$ cat src/rtl/data_memory_pkg.sv
// data_memory_pkg: shared constants, types and helpers for the data_memory block.
package data_memory_pkg;

  // Default geometry: 32-bit words, 5-bit word address (32 words).
  localparam int DM_W = 32;
  localparam int DM_N = 5;

  typedef logic [DM_W-1:0] dm_word_t;
  typedef logic [DM_N-1:0] dm_addr_t;

  // Number of words addressed by an n-bit word address.
  function automatic int dm_depth(input int n);
    return 1 << n;
  endfunction

endpackage : data_memory_pkg

$ cat src/rtl/data_memory_if.sv
// data_memory_if: memory-stage port of the data RAM.
//
// Transfer semantics: there is no valid/ready pair. The RAM is always ready.
// A write is accepted at every rising clock edge where we=1. read_data is
// valid every cycle. In the default build it follows address in the same
// cycle. In the registered build it shows the word addressed at the
// previous rising edge.
interface data_memory_if
  import data_memory_pkg::*;
#(
  parameter int W = DM_W,
  parameter int N = DM_N
);

  logic [N-1:0] address;
  logic         we;
  logic [W-1:0] write_data;
  logic [W-1:0] read_data;

  // Processor side: drives the address and write controls, receives read data.
  modport master (
    output address,
    output we,
    output write_data,
    input  read_data
  );

  // RAM side.
  modport slave (
    input  address,
    input  we,
    input  write_data,
    output read_data
  );

endinterface : data_memory_if

$ cat src/rtl/data_memory_rd_reg.sv
// data_memory_rd_reg: W-bit read-data output register with asynchronous
// active-low reset to zero. It is used only when the registered-output read
// path is built.
module data_memory_rd_reg
  import data_memory_pkg::*;
#(
  parameter int W = DM_W
) (
  input  logic         clk,
  input  logic         rst_n,
  input  logic [W-1:0] i_d,
  output logic [W-1:0] o_q
);

  logic [W-1:0] r_q;

  // Capture the combinational read word each rising edge; clear on reset.
  always_ff @(posedge clk or negedge rst_n) begin
    if (!rst_n) begin
      r_q <= '0;
    end else begin
      r_q <= i_d;
    end
  end

  assign o_q = r_q;

endmodule : data_memory_rd_reg

$ cat src/rtl/data_memory.sv
// data_memory: single-port, word-addressed data RAM for the memory stage.
// The depth is 2**N words of W bits. Writes are synchronous. An asynchronous
// active-low reset clears every word.
// Optional build macro DATA_MEMORY_REG_OUT_EN registers read_data, which gives
// one cycle of read latency and read-first behaviour on a same-address write.
// Without the macro the read is combinational.
module data_memory
  import data_memory_pkg::*;
#(
  parameter int W = DM_W,
  parameter int N = DM_N
) (
  input  logic           clk,
  input  logic           rst_n,
  data_memory_if.slave   bus
);

  localparam int DEPTH = dm_depth(N);

  // Storage: the word index is the address itself, with no offset or wrap.
  logic [W-1:0] r_mem [DEPTH];

  // The word currently addressed, before any output register.
  logic [W-1:0] w_rd_word;

  // Clear the whole array on reset. Otherwise write the addressed word when
  // we=1. While rst_n is low, the reset branch wins, so a write in the same
  // cycle is lost.
  always_ff @(posedge clk or negedge rst_n) begin
    if (!rst_n) begin
      for (int i = 0; i < DEPTH; i++) begin
        r_mem[i] <= '0;
      end
    end else if (bus.we) begin
      r_mem[bus.address] <= bus.write_data;
    end
  end

  assign w_rd_word = r_mem[bus.address];

`ifdef DATA_MEMORY_REG_OUT_EN
  logic [W-1:0] w_rd_q;

  // The output register samples the array before this edge's write lands.
  // A read during a write to the same address therefore returns the old word.
  data_memory_rd_reg #(
    .W (W)
  ) u_rd_reg (
    .clk   (clk),
    .rst_n (rst_n),
    .i_d   (w_rd_word),
    .o_q   (w_rd_q)
  );

  assign bus.read_data = w_rd_q;
`else
  // Zero-latency read. A write shows on read_data just after its clock edge.
  assign bus.read_data = w_rd_word;
`endif

endmodule : data_memory

$ cat src/flat_wrapper.sv
// flat-port wrapper written by rule: the top's interface ports become plain ports
module data_memory_flat import data_memory_pkg::*;
#(
  parameter int W = DM_W,
  parameter int N = DM_N
)
  (clk, rst_n, bus_address, bus_we, bus_write_data, bus_read_data);
  data_memory_if #(.W(W), .N(N)) bus_i ();
  input  logic clk;
  input  logic rst_n;
  input wire logic [$bits(bus_i.address)-1:0] bus_address;
  input wire logic [$bits(bus_i.we)-1:0] bus_we;
  input wire logic [$bits(bus_i.write_data)-1:0] bus_write_data;
  output wire logic [$bits(bus_i.read_data)-1:0] bus_read_data;
  assign bus_i.address = bus_address;
  assign bus_i.we = bus_we;
  assign bus_i.write_data = bus_write_data;
  assign bus_read_data = bus_i.read_data;
  data_memory #(.W(W), .N(N)) u_core (.clk(clk), .rst_n(rst_n), .bus(bus_i));
endmodule
$ cat config.mk
export PLATFORM = sky130hd
export DESIGN_NAME = data_memory_flat
export DESIGN_NICKNAME = d
export VERILOG_FILES = /design/src/rtl/data_memory_pkg.sv /design/src/rtl/data_memory_if.sv /design/src/rtl/data_memory_rd_reg.sv /design/src/rtl/data_memory.sv /design/src/flat_wrapper.sv
export SDC_FILE = /design/constraint.sdc
export NUM_CORES = 1
export LEC_CHECK = 0
export ABC_CLOCK_PERIOD_IN_PS = 3700
export BUFFER_PORTS_ARGS = -buffer_cell sky130_fd_sc_hd__buf_2
export CAP_MARGIN = 20
export CORE_MARGIN = 2
export CORE_UTILIZATION = 45
export CTS_CLUSTER_SIZE = 24
export DETAILED_ROUTE_END_ITERATION = 16
export PLACE_DENSITY = 0.68
export SLEW_MARGIN = 20
export SYNTH_ARGS = -nofsm -noshare
export SYNTH_HDL_FRONTEND = slang
export SYNTH_SLANG_ARGS = --single-unit
$ cat constraint.sdc
create_clock -name clk -period 3.7 [get_ports clk]
set_input_delay 0.555 -clock clk [delete_from_list [all_inputs] [get_ports clk]]
set_output_delay 0.555 -clock clk [all_outputs]
set_load 0.01 [all_outputs]
==> Word level (Yosys, flattened, before mapping) <==
Cells that the tools add are included.
{ "word_totals": {"register_bits": 1024, "elab_cells": 42} }
{ "op_classes": {"order_cmp": 2, "muxes": 6, "n_bitwise": 1, "n_reduce_logical": 1} }
{ "ops": {"columns": ["op", "n"], "rows": [
  ["1024-bit bitwise mux", 1],
  ["32-bit binary-select mux with 5-bit select", 1],
  ["32-bit demux with 5-bit select", 1],
  ["32-bit 2-to-1 mux", 3],
  ["6-bit greater-or-equal comparator (second input constant)", 1],
  ["6-bit by 1-bit less-than comparator with 1-bit output (second input constant)", 1],
  ["5-bit inverter with 6-bit output", 1],
  ["1-bit logical AND", 1]
]} }

==> Longest topological paths before layout <==
Gate-level depths: netlist (run 1).
{ "depth": {"ltp_word": 6, "depth_mapped": 8, "mapped_depth_nobuf": 4} }

==> Worst setup path before layout (run 1) <==
OpenSTA, ideal clock, no wires.
{ "synth_path": {"path_kind": "input to output", "start": "input bus_address[1]", "end": "output bus_read_data[10]", "arrival_ns": 1.950, "path_slack_ns": 1.195, "stages": 8, "path_buffers": 4, "path_cell_list": "buf_2 buf_2 buf_2 buf_2 mux2i_1 o22ai_1 nor4_1 nand2_1"} }
{ "synth_via": {"elab_chain_cells": 4} }
{ "synth_rtl": {"columns": ["element", "line_no", "rtl"], "rows": [
  ["from (decl)", "flat_wrapper.sv:11", "input wire logic [$bits(bus_i.address)-1:0] bus_address;"],
  ["5-bit inverter with 6-bit output (implied by the code)", "data_memory.sv:39", "assign w_rd_word = r_mem[bus.address];"],
  ["32-bit binary-select mux with 5-bit select", "data_memory.sv:39", null],
  ["32-bit 2-to-1 mux (implied by the code) (2 in a row)", "data_memory.sv:39", null],
  ["to (decl)", "flat_wrapper.sv:14", "output wire logic [$bits(bus_i.read_data)-1:0] bus_read_data;"]
]} }
No other way between the ends. The select of a mux whose other input is x is not followed.

==> Worst setup path after layout (run 1) <==
{ "layout_path": {"start": "input bus_address[3]", "end": "output bus_read_data[7]"} }
Same word-level chain as after synthesis.

==> impl_summary.md, run 1 <==
Run status
The flow ran to the end, and the final reports show no timing, DRC or antenna violations.

Synth
Ranked by total cell area, the synthesized netlist is headed by sky130_fd_sc_hd__dfrtp_1 55%, sky130_fd_sc_hd__mux2_2 23%, sky130_fd_sc_hd__mux2i_1 11%. The sequential area share after synthesis is 55.2%. The flop and latch count out of synthesis is 1024. For this run, the number of Yosys warnings is 0. The synthesized netlist occupies a cell area of 0.0465 mm². The commonest cells after synthesis are 1024 x sky130_fd_sc_hd__dfrtp_1, 960 x sky130_fd_sc_hd__mux2_2, 512 x sky130_fd_sc_hd__mux2i_1.

For this run, the leading register cell type out of synthesis is sky130_fd_sc_hd__dfrtp_1. The total nets after synthesis is 3335. After synthesis, the share of flip-flops with an asynchronous set or reset is 100%. The largest area contributor in the synthesized netlist is sky130_fd_sc_hd__dfrtp_1. Synthesis handed over a netlist of 3295 instances. The post-synthesis average cell area is 14.1 µm². The number of synthesized flops with an enable pin is 0. The most common cell in the synthesized netlist is sky130_fd_sc_hd__dfrtp_1. Of the post-synthesis cell area, the dominant cell type holds 55.2%. The post-synthesis cell type count is 29.

STA
The worst-case headroom to the max-slew limit is 40.0%. Setup repair after global routing left no endpoint under its margin. Setup violations remaining at the end of the flow were counted as 0.

The clock period minus final worst setup slack is 3.45 ns. The actual slew at the worst max-slew pin is 0.901 ns. The share of the cycle needed by the critical path after routing is 93.3%.

The number of pins with negative max-slew slack in the final report was 0. The final setup TNS is 0 ns. The number of hold-slack violations in the final timing report was 0. For this run, the top clock speed supported by timing is 0.290 GHz. On the final layout, the worst clock skew is 0 ns.

Global route
The number of global-route vias before repair is 28559. The total congestion overflow after global routing is 0. The initial antenna violation count is 6.

The global-route wire length before repair is 187 mm. The largest net degree at the start of global routing is 114. Across every metal layer, demand over resource in global routing totals 23.3%.

Route
In this run, the number of DRC markers left after iteration 0 of detailed routing was 2402. In the routed layout, each cell is associated on average with a via count of 5.88. The via count of the routed design is 27992.

The number of detailed-route iterations in the first pass is 5. The number of antenna-violating nets in the routed design is 0. The routed wirelength normalized by instance count is 26.1 µm. After detailed routing, the number of remaining DRC violations is 0. The final routed wirelength across all metal layers is 124 mm.

Power and ir drop
The worst-case IR drop observed on VDD is 502 µV. The analysis attributes to cell leakage a power of 0.0245 µW. Overall power consumption after layout is estimated at 29800 µW.

Power spread over the standard cell area amounts to 567 mW/mm².

Floorplanning
The I/O pin count is 72. The die footprint is 0.106 mm². The number of placement rows is 117. The core box area is 0.102 mm². In this run the vertical extent of the chip is 325 µm. The chip width is 325 µm. The initial utilization of the core area, before any placement, comes to 45.5%.

CTS
CTS saw 1024 sinks. The number of buffers inserted during clock tree synthesis is 109. For the worst-skew pair, the clock arrives at the later sink with an insertion delay of 0.67 ns. CTS built an H-tree with a depth of 3. The number of cells upsized or downsized after cts is 0. TritonCTS built the clock tree. The CTS clock-pin slew for the worst setup and hold paths is 0.06 ns. The maximum count of clock buffers along a single path is 3. The tree is rooted in a sky130_fd_sc_hd__clkbuf_16.

Setup path
The setup path with the least slack is of type in2out. The arrival time reported for the critical path endpoint is 2.90 ns. The required time at the endpoint of the critical path is 3.14 ns. The type of origin of the critical path is an input pin. Of all nets on the critical path, the largest fanout is 24.

The kind of capture point of the worst setup path is a primary output.

Placed design
The total cell area at the placement stage is 0.0488 mm². The wire-length estimate of the detail-placed layout is 73.9 mm. The number of cells after detailed placement is 4556.

The congestion estimate from routability-driven global placement came to 0.795. The count of input and output buffers is 71.

Final layout
Compared with the post-synthesis result, the final layout area differs by 13.0%. The number of nets at the end of the flow is 3340. Summing all multi-input logic gate instances after layout gives 0.0195 mm².

Excluding fillers, the count of instances in the completed layout stands at 4758. The number of fillers in the final layout is 8580. The area occupied by registers is 0.0256 mm². The fraction of layout cells with a size suffix above 1 is 41.0%. The top register by number of flip-flops is u_core.r_mem.

With fillers left out, the area of the finished cells amounts to 0.0525 mm². The flip-flop count of the largest register, all copies and words added is 1024. The largest registers in the layout are u_core.r_mem x1024.

Job
The tool flagged a number of max-cap violations equal to 0.

Worst hold path
The tightest min-delay check is of the in2async type.
## cell usage in the layout (no fill, tap or decap), drive strengths merged, types with 3 or more instances in the layout
master	n
buf	211
bufinv	8
clkbuf	168
clkinv	19
dfrtp	1024
diode	3
inv	3
mux2	1024
mux2i	512
nand2	46
nand3	6
nand3b	3
nand4b	4
nand4bb	6
nor2	14
nor3	5
nor3b	3
nor4	64
o22ai	256
or4b	4
## area by class of cell
| cell class | count | share of cell area [%] |
|---|---|---|
| sequential | 1024 | 48.8 |
| multi-input combinational | 1953 | 37.2 |
| clock buffer | 168 | 6.14 |
| timing repair buffer | 212 | 3.79 |
| tap | 1368 | 3.26 |
| clock inverter | 30 | 0.746 |
| antenna | 3 | 0.0143 |
## timing repair
item	CTS	global route
hold endpoints to repair	36	0
setup buffers	0	0
hold buffers	1	0
## final timing paths
path / slack [ns] / cells after the start / end / startpoint
setup reg to reg: 2.90 / 1 / u_core.r_mem[108]$_DFFE_PN0P_ / u_core.r_mem[108]$_DFFE_PN0P_
hold reg to reg: 0.48 / 1 / u_core.r_mem[123]$_DFFE_PN0P_ / u_core.r_mem[123]$_DFFE_PN0P_
min in group clk: 0.48 / 1 / u_core.r_mem[123]$_DFFE_PN0P_ / u_core.r_mem[123]$_DFFE_PN0P_
setup / recovery: 0.25 / 8 / bus_read_data[7] / bus_address[3]
hold / removal: 0.44 / 2 / u_core.r_mem[766]$_DFFE_PN0P_ / rst_n
max in group asynchronous: 2.18 / 3 / u_core.r_mem[584]$_DFFE_PN0P_ / rst_n
## through the flow
| step | util, % | setup slack [ns] | hold slack [ns] |
|---|---|---|---|
| final | 51.4 | 0.246 | 0.445 |
| after global routing | 51.4 | 0.194 | 0.467 |
| after CTS | 51.4 | 0.280 | 0.432 |
| after detailed placement | 47.9 | 0.282 | 0.474 |
| after global placement | 47.9 | 0.341 | 0.467 |
| after floorplan | - | 1.19 | 0.259 |
## cells by family (layout without fill, tap and decap cells)
| group | count (synthesis) | in the layout | synth area share, % |
|---|---|---|---|
| AO/OA/AOI/OAI | 256 | 256 | 3.45 |
| buffers and inverters | 318 | 410 | 3.35 |
| flip-flops | 1024 | 1024 | 55.2 |
| multiplexers | 1536 | 1536 | 35.9 |
| other | 0 | 3 | 0 |
| AND/OR/NAND/NOR | 161 | 161 | 2.18 |
## per-layer routing
layer | up-vias | GRT usage [%] | part of all wire [%]
met2 | 714 | 36.5 | 46
met4 | 6 | 6.47 | 2.5
li1 | 12139 | - | -
met5 | - | 0 | 0.033
met1 | 14927 | 33.7 | 46
met3 | 206 | 3.68 | 5.4
## critical path, cell delays in order
cell	delay [ns]
sky130_fd_sc_hd__buf_2	0.44
sky130_fd_sc_hd__nand4bb_4	0.58
sky130_fd_sc_hd__buf_12	0.24
sky130_fd_sc_hd__o22ai_1	0.10
sky130_fd_sc_hd__nor4_1	0.55
sky130_fd_sc_hd__buf_4	0.21
sky130_fd_sc_hd__nand2_1	0.05
sky130_fd_sc_hd__buf_2	0.15
## power breakdown
| part | switching [µW] | internal, µW | leakage [µW] | total (µW) |
|---|---|---|---|---|
| registers | 1070 | 13400 | 0.0131 | 14500 |
| logic | 1890 | 2420 | 0.00965 | 4310 |
| clock network | 4470 | 6520 | 0.00178 | 11000 |
| total | 7430 | 22300 | 0.0245 | 29800 |
Power figures use the tool's default switching activity.
==> inputs of run 2 (changes only) <==
ABC_AREA = 1   (was default)
RECOVER_POWER = 100   (was default)
==> run 2 against run 1 <==
The run now ends with max-capacitance violations, max-slew violations left. Final area grew 0.25%. Fmax grew 3.0%. Critical path type is now in2reg. Largest cell class unchanged. Final cell count grew 63%. Power grew 2.2%. Die area grew 2.4%. Area after synthesis grew 2.4%. Largest power group unchanged.
==> impl_summary.md, run 2 <==
Floorplanning
The die footprint is 0.108 mm². The core box area is 0.105 mm². In this run the vertical extent of the chip is 329 µm. The effective utilization at floorplan is 45.3%. The number of placement rows is 119. The I/O pin count is 72. From left edge to right edge, the die measures 329 µm.

Global route
The total overflow left after global routing is 0. The number of global-route vias before repair is 38655. The initial antenna violation count was 2. The largest net degree at the start of global routing is 130. The first global-routing pass estimated 226 mm of wire. Global routing used 26.7% of the available tracks across all layers.

Route
For this run, design rule violations remaining after detail routing come to 0. The number of detailed-route iterations in the first pass is 8. The via count of the routed design is 40982. The final layout contains routed wiring with a total length of 144 mm.

In the final routed layout, each cell accounts on average for 18.6 µm. The iteration-0 DRC count of the detailed router is 4863. In the routed layout, each cell is associated on average with a via count of 5.30.

The number of antenna-violating nets in the routed design is 0.

Setup path
The required time at the endpoint of the critical path is 4.22 ns. The worst setup path is captured at a flop. The startpoint-to-endpoint class of the critical path is in2reg. The worst-case register-to-register setup slack is 2.87 ns. Along the worst path, the maximum fanout reaches 42.

STA puts the critical path data arrival time at 3.87 ns. The worst setup path is launched from an input pin.

STA
The number of hold-slack violations in the final timing report is 0. Setup repair after global routing left no endpoint under its margin. The share of the cycle needed by the critical path after routing is 90.6%. The actual slew at the worst max-slew pin is 2.25 ns.

Between clock sinks in the finished design, the worst skew comes to 0 ns. Derived from the worst setup path, the maximum achievable clock frequency is 0.298 GHz. The clock period minus final worst setup slack is 3.35 ns. Adding up every negative setup slack in the final design gives 0 ns. The post-route worst hold slack is 0.0928 ns.

The number of pins with negative max-slew slack in the final report is 579. Headroom to the max-slew limit came out at -50.0%. The total of endpoints with negative setup slack in the final report is 0.

Final layout
The fraction of layout cells with a size suffix above 1 is 5.52%. Leaving out fill and tap cells, the most frequent cells in the layout are 3629 x sky130_fd_sc_hd__nand2_1, 1024 x sky130_fd_sc_hd__dfrtp_1, 885 x sky130_fd_sc_hd__o21ai_0. The register with the most flip-flops in the layout has 1024 of them. The largest registers in the layout are u_core.r_mem x1024. The number of nets at the end of the flow is 6292. The most common library cell in the layout ignoring fill and taps is sky130_fd_sc_hd__nand2_1. Fill cells in the final layout number 10228. The top register by number of flip-flops is u_core.r_mem. The area occupied by registers is 0.0256 mm². The area growth from synthesis to layout is 10.5%. The footprint of the multi-input gates is 0.0198 mm².

CTS
The CTS clock-pin slew for the worst setup and hold paths is 0.06 ns. The H-tree was split into 3 levels. The CTS root buffer is sky130_fd_sc_hd__clkbuf_16.

Once the clock tree was built, the setup fixing pass inserted 0 buffers. Counting every sink on the clock net gives 1024. The maximum count of clock buffers along a single path is 3. Counting the buffers created by CTS gives 109.

At the later pin of the worst-skew pair, clock insertion delay measures 0.70 ns. TritonCTS built the clock tree.

Synth
The post-synthesis instance area is 0.0476 mm². The total nets after synthesis is 6470. After synthesis, the largest family of logic cells by area is simple AND/OR/NAND/NOR gates. In this run the mean area of a mapped cell was 7.40 µm². The most used flip-flop cell after synthesis is sky130_fd_sc_hd__dfrtp_1. During synthesis, Yosys emitted a total of 0 warnings. The sequential area share after synthesis is 53.8%. Summing the areas of all compound-gate instances in the mapped netlist gives 10.8% of the synthesized area. The synthesized netlist contains 22 unique library cells.

For this run, asynchronously set or reset flops after synthesis account for 100%. In the synthesized netlist, mux cells make up 0% of the area. Ranked by instance count, the synthesized netlist is headed by 3621 x sky130_fd_sc_hd__nand2_1, 1024 x sky130_fd_sc_hd__dfrtp_1, 735 x sky130_fd_sc_hd__o21ai_0.

The synthesized netlist devotes 0% of its cell area to adder and majority cells. Of the total synthesized cell area, the portion taken by AND, OR, NAND and NOR gates is 30.8%. In this run, synthesis produced a sequential element count of 1024. The largest area contributor in the synthesized netlist is sky130_fd_sc_hd__dfrtp_1. The number of instances in the synthesized netlist is 6430. Of the post-synthesis cell area, the dominant cell type holds 53.8%. In the post-synthesis netlist, the biggest area contributors are sky130_fd_sc_hd__dfrtp_1 54%, sky130_fd_sc_hd__nand2_1 29%, sky130_fd_sc_hd__o21ai_0 7.7%. Yosys mapped a number of flops with a built-in enable equal to 0. The parity-gate share of the synthesized area counting xor and xnor cells is 0%. The most common cell in the synthesized netlist is sky130_fd_sc_hd__nand2_1.

Run status
The checks that failed: max-capacitance violations, max-slew violations. The run finished, with violations left.

Worst hold path
The tightest min-delay check is of the in2reg type.

Placed design
Summed over all nets, the half-perimeter wirelength after detailed placement is 79.0 mm. Input and output buffers added on the ports amount to 71. The congestion estimate from routability-driven global placement came to 0.802.

Power and ir drop
Power spread over the standard cell area amounts to 578 mW/mm². The worst ir drop on vdd is 570 µV. In this run the static leakage power is 0.0276 µW.

Job
The number of maximum-capacitance constraint violations is 15.
-- run 2: changes by cell type in the layout (fill, tap and decap cells not counted), sizes merged, moves of 6 or more --
cell,previous run,this run
a21oi,0,126
buf,211,111
clkbuf,168,240
clkinv,19,32
inv,3,42
mux2,1024,0
mux2i,512,0
nand2,46,3644
nand4bb,6,0
nor2,14,194
nor4,64,2
o21ai,0,900
o22ai,256,0
-- run 2: layout make-up --
type,instances,area share [%]
Antenna cell,1,0.00476
Clock buffer,155,5.95
Clock inverter,44,1.04
Inverter,43,0.340
Multi-Input combinational cell,4876,37.6
Sequential cell,1024,48.7
Tap cell,1391,3.31
Timing Repair Buffer,198,3.07
-- run 2: path summary, 6_finish.rpt --
check                                           endpoint  depth (start not counted)                     startpoint
hold reg to reg            u_core.r_mem[874]$_DFFE_PN0P_                          2  u_core.r_mem[874]$_DFFE_PN0P_
hold / removal              u_core.r_mem[32]$_DFFE_PN0P_                          3              bus_write_data[0]
setup reg to reg           u_core.r_mem[682]$_DFFE_PN0P_                          2  u_core.r_mem[682]$_DFFE_PN0P_
min in group asynchronous  u_core.r_mem[317]$_DFFE_PN0P_                          2                          rst_n
max in group asynchronous  u_core.r_mem[682]$_DFFE_PN0P_                          4                          rst_n
setup / recovery           u_core.r_mem[615]$_DFFE_PN0P_                          6                 bus_address[0]
-- run 2: power breakdown --
group          switching [µW]  leakage [µW]  total, µW  internal [µW]
Clock                    4670       0.00182      11300           6580
Combinational            2910        0.0126       4670           1760
Sequential               1140        0.0132      14500          13400
Total                    8720        0.0276      30400          21700
-- run 2: timing repair --
item | in CTS | in global routing
endpoints found under the hold margin | 56 | 0
setup endpoints to repair | 0 | 0
resized for setup | 0 | 0
hold buffers | 1 | 0
-- run 2: routing by layer --
layer	global-route usage [%]	up-vias	part of all wire, %
li1	-	19646	-
met1	37.5	19575	45
met2	42.2	1487	45
met3	4.50	272	7.4
met4	9.23	2	3.3
met5	0	-	0.0091
-- run 2: cell families (layout without fill, tap and decap cells) --
logic type             after synthesis  after routing
buffers and inverters              530            440
AOI/OAI and AO/OA                 1026           1026
DFF                               1024           1024
and+or+nand+nor                   3850           3850
other                                0              1
-- run 2: worst max-delay path, cell delays in order --
cell                      delay [ns]
sky130_fd_sc_hd__buf_8          0.20
sky130_fd_sc_hd__nor3b_1        1.30
sky130_fd_sc_hd__nand2_1        1.13
sky130_fd_sc_hd__buf_12         0.47
sky130_fd_sc_hd__nand2_1        0.07
sky130_fd_sc_hd__o21ai_0        0.09
-- run 2: per-stage QoR --
| stage | utilization [%] | instances | power (µW) | instance area (µm²) | setup slack [ns] |
|---|---|---|---|---|---|
| floorplan | - | 6430 | 17800 | 47600 | 1.38 |
| global placement | 46.9 | 7528 | 19200 | 49300 | 0.567 |
| detailed placement | 46.9 | 7528 | 19400 | 49300 | 0.580 |
| CTS | 50.4 | 7728 | 30600 | 53000 | 0.575 |
| global route | 50.0 | 7731 | 32100 | 52600 | 0.210 |
| finish | 50.0 | 7732 | 30400 | 52600 | 0.348 |
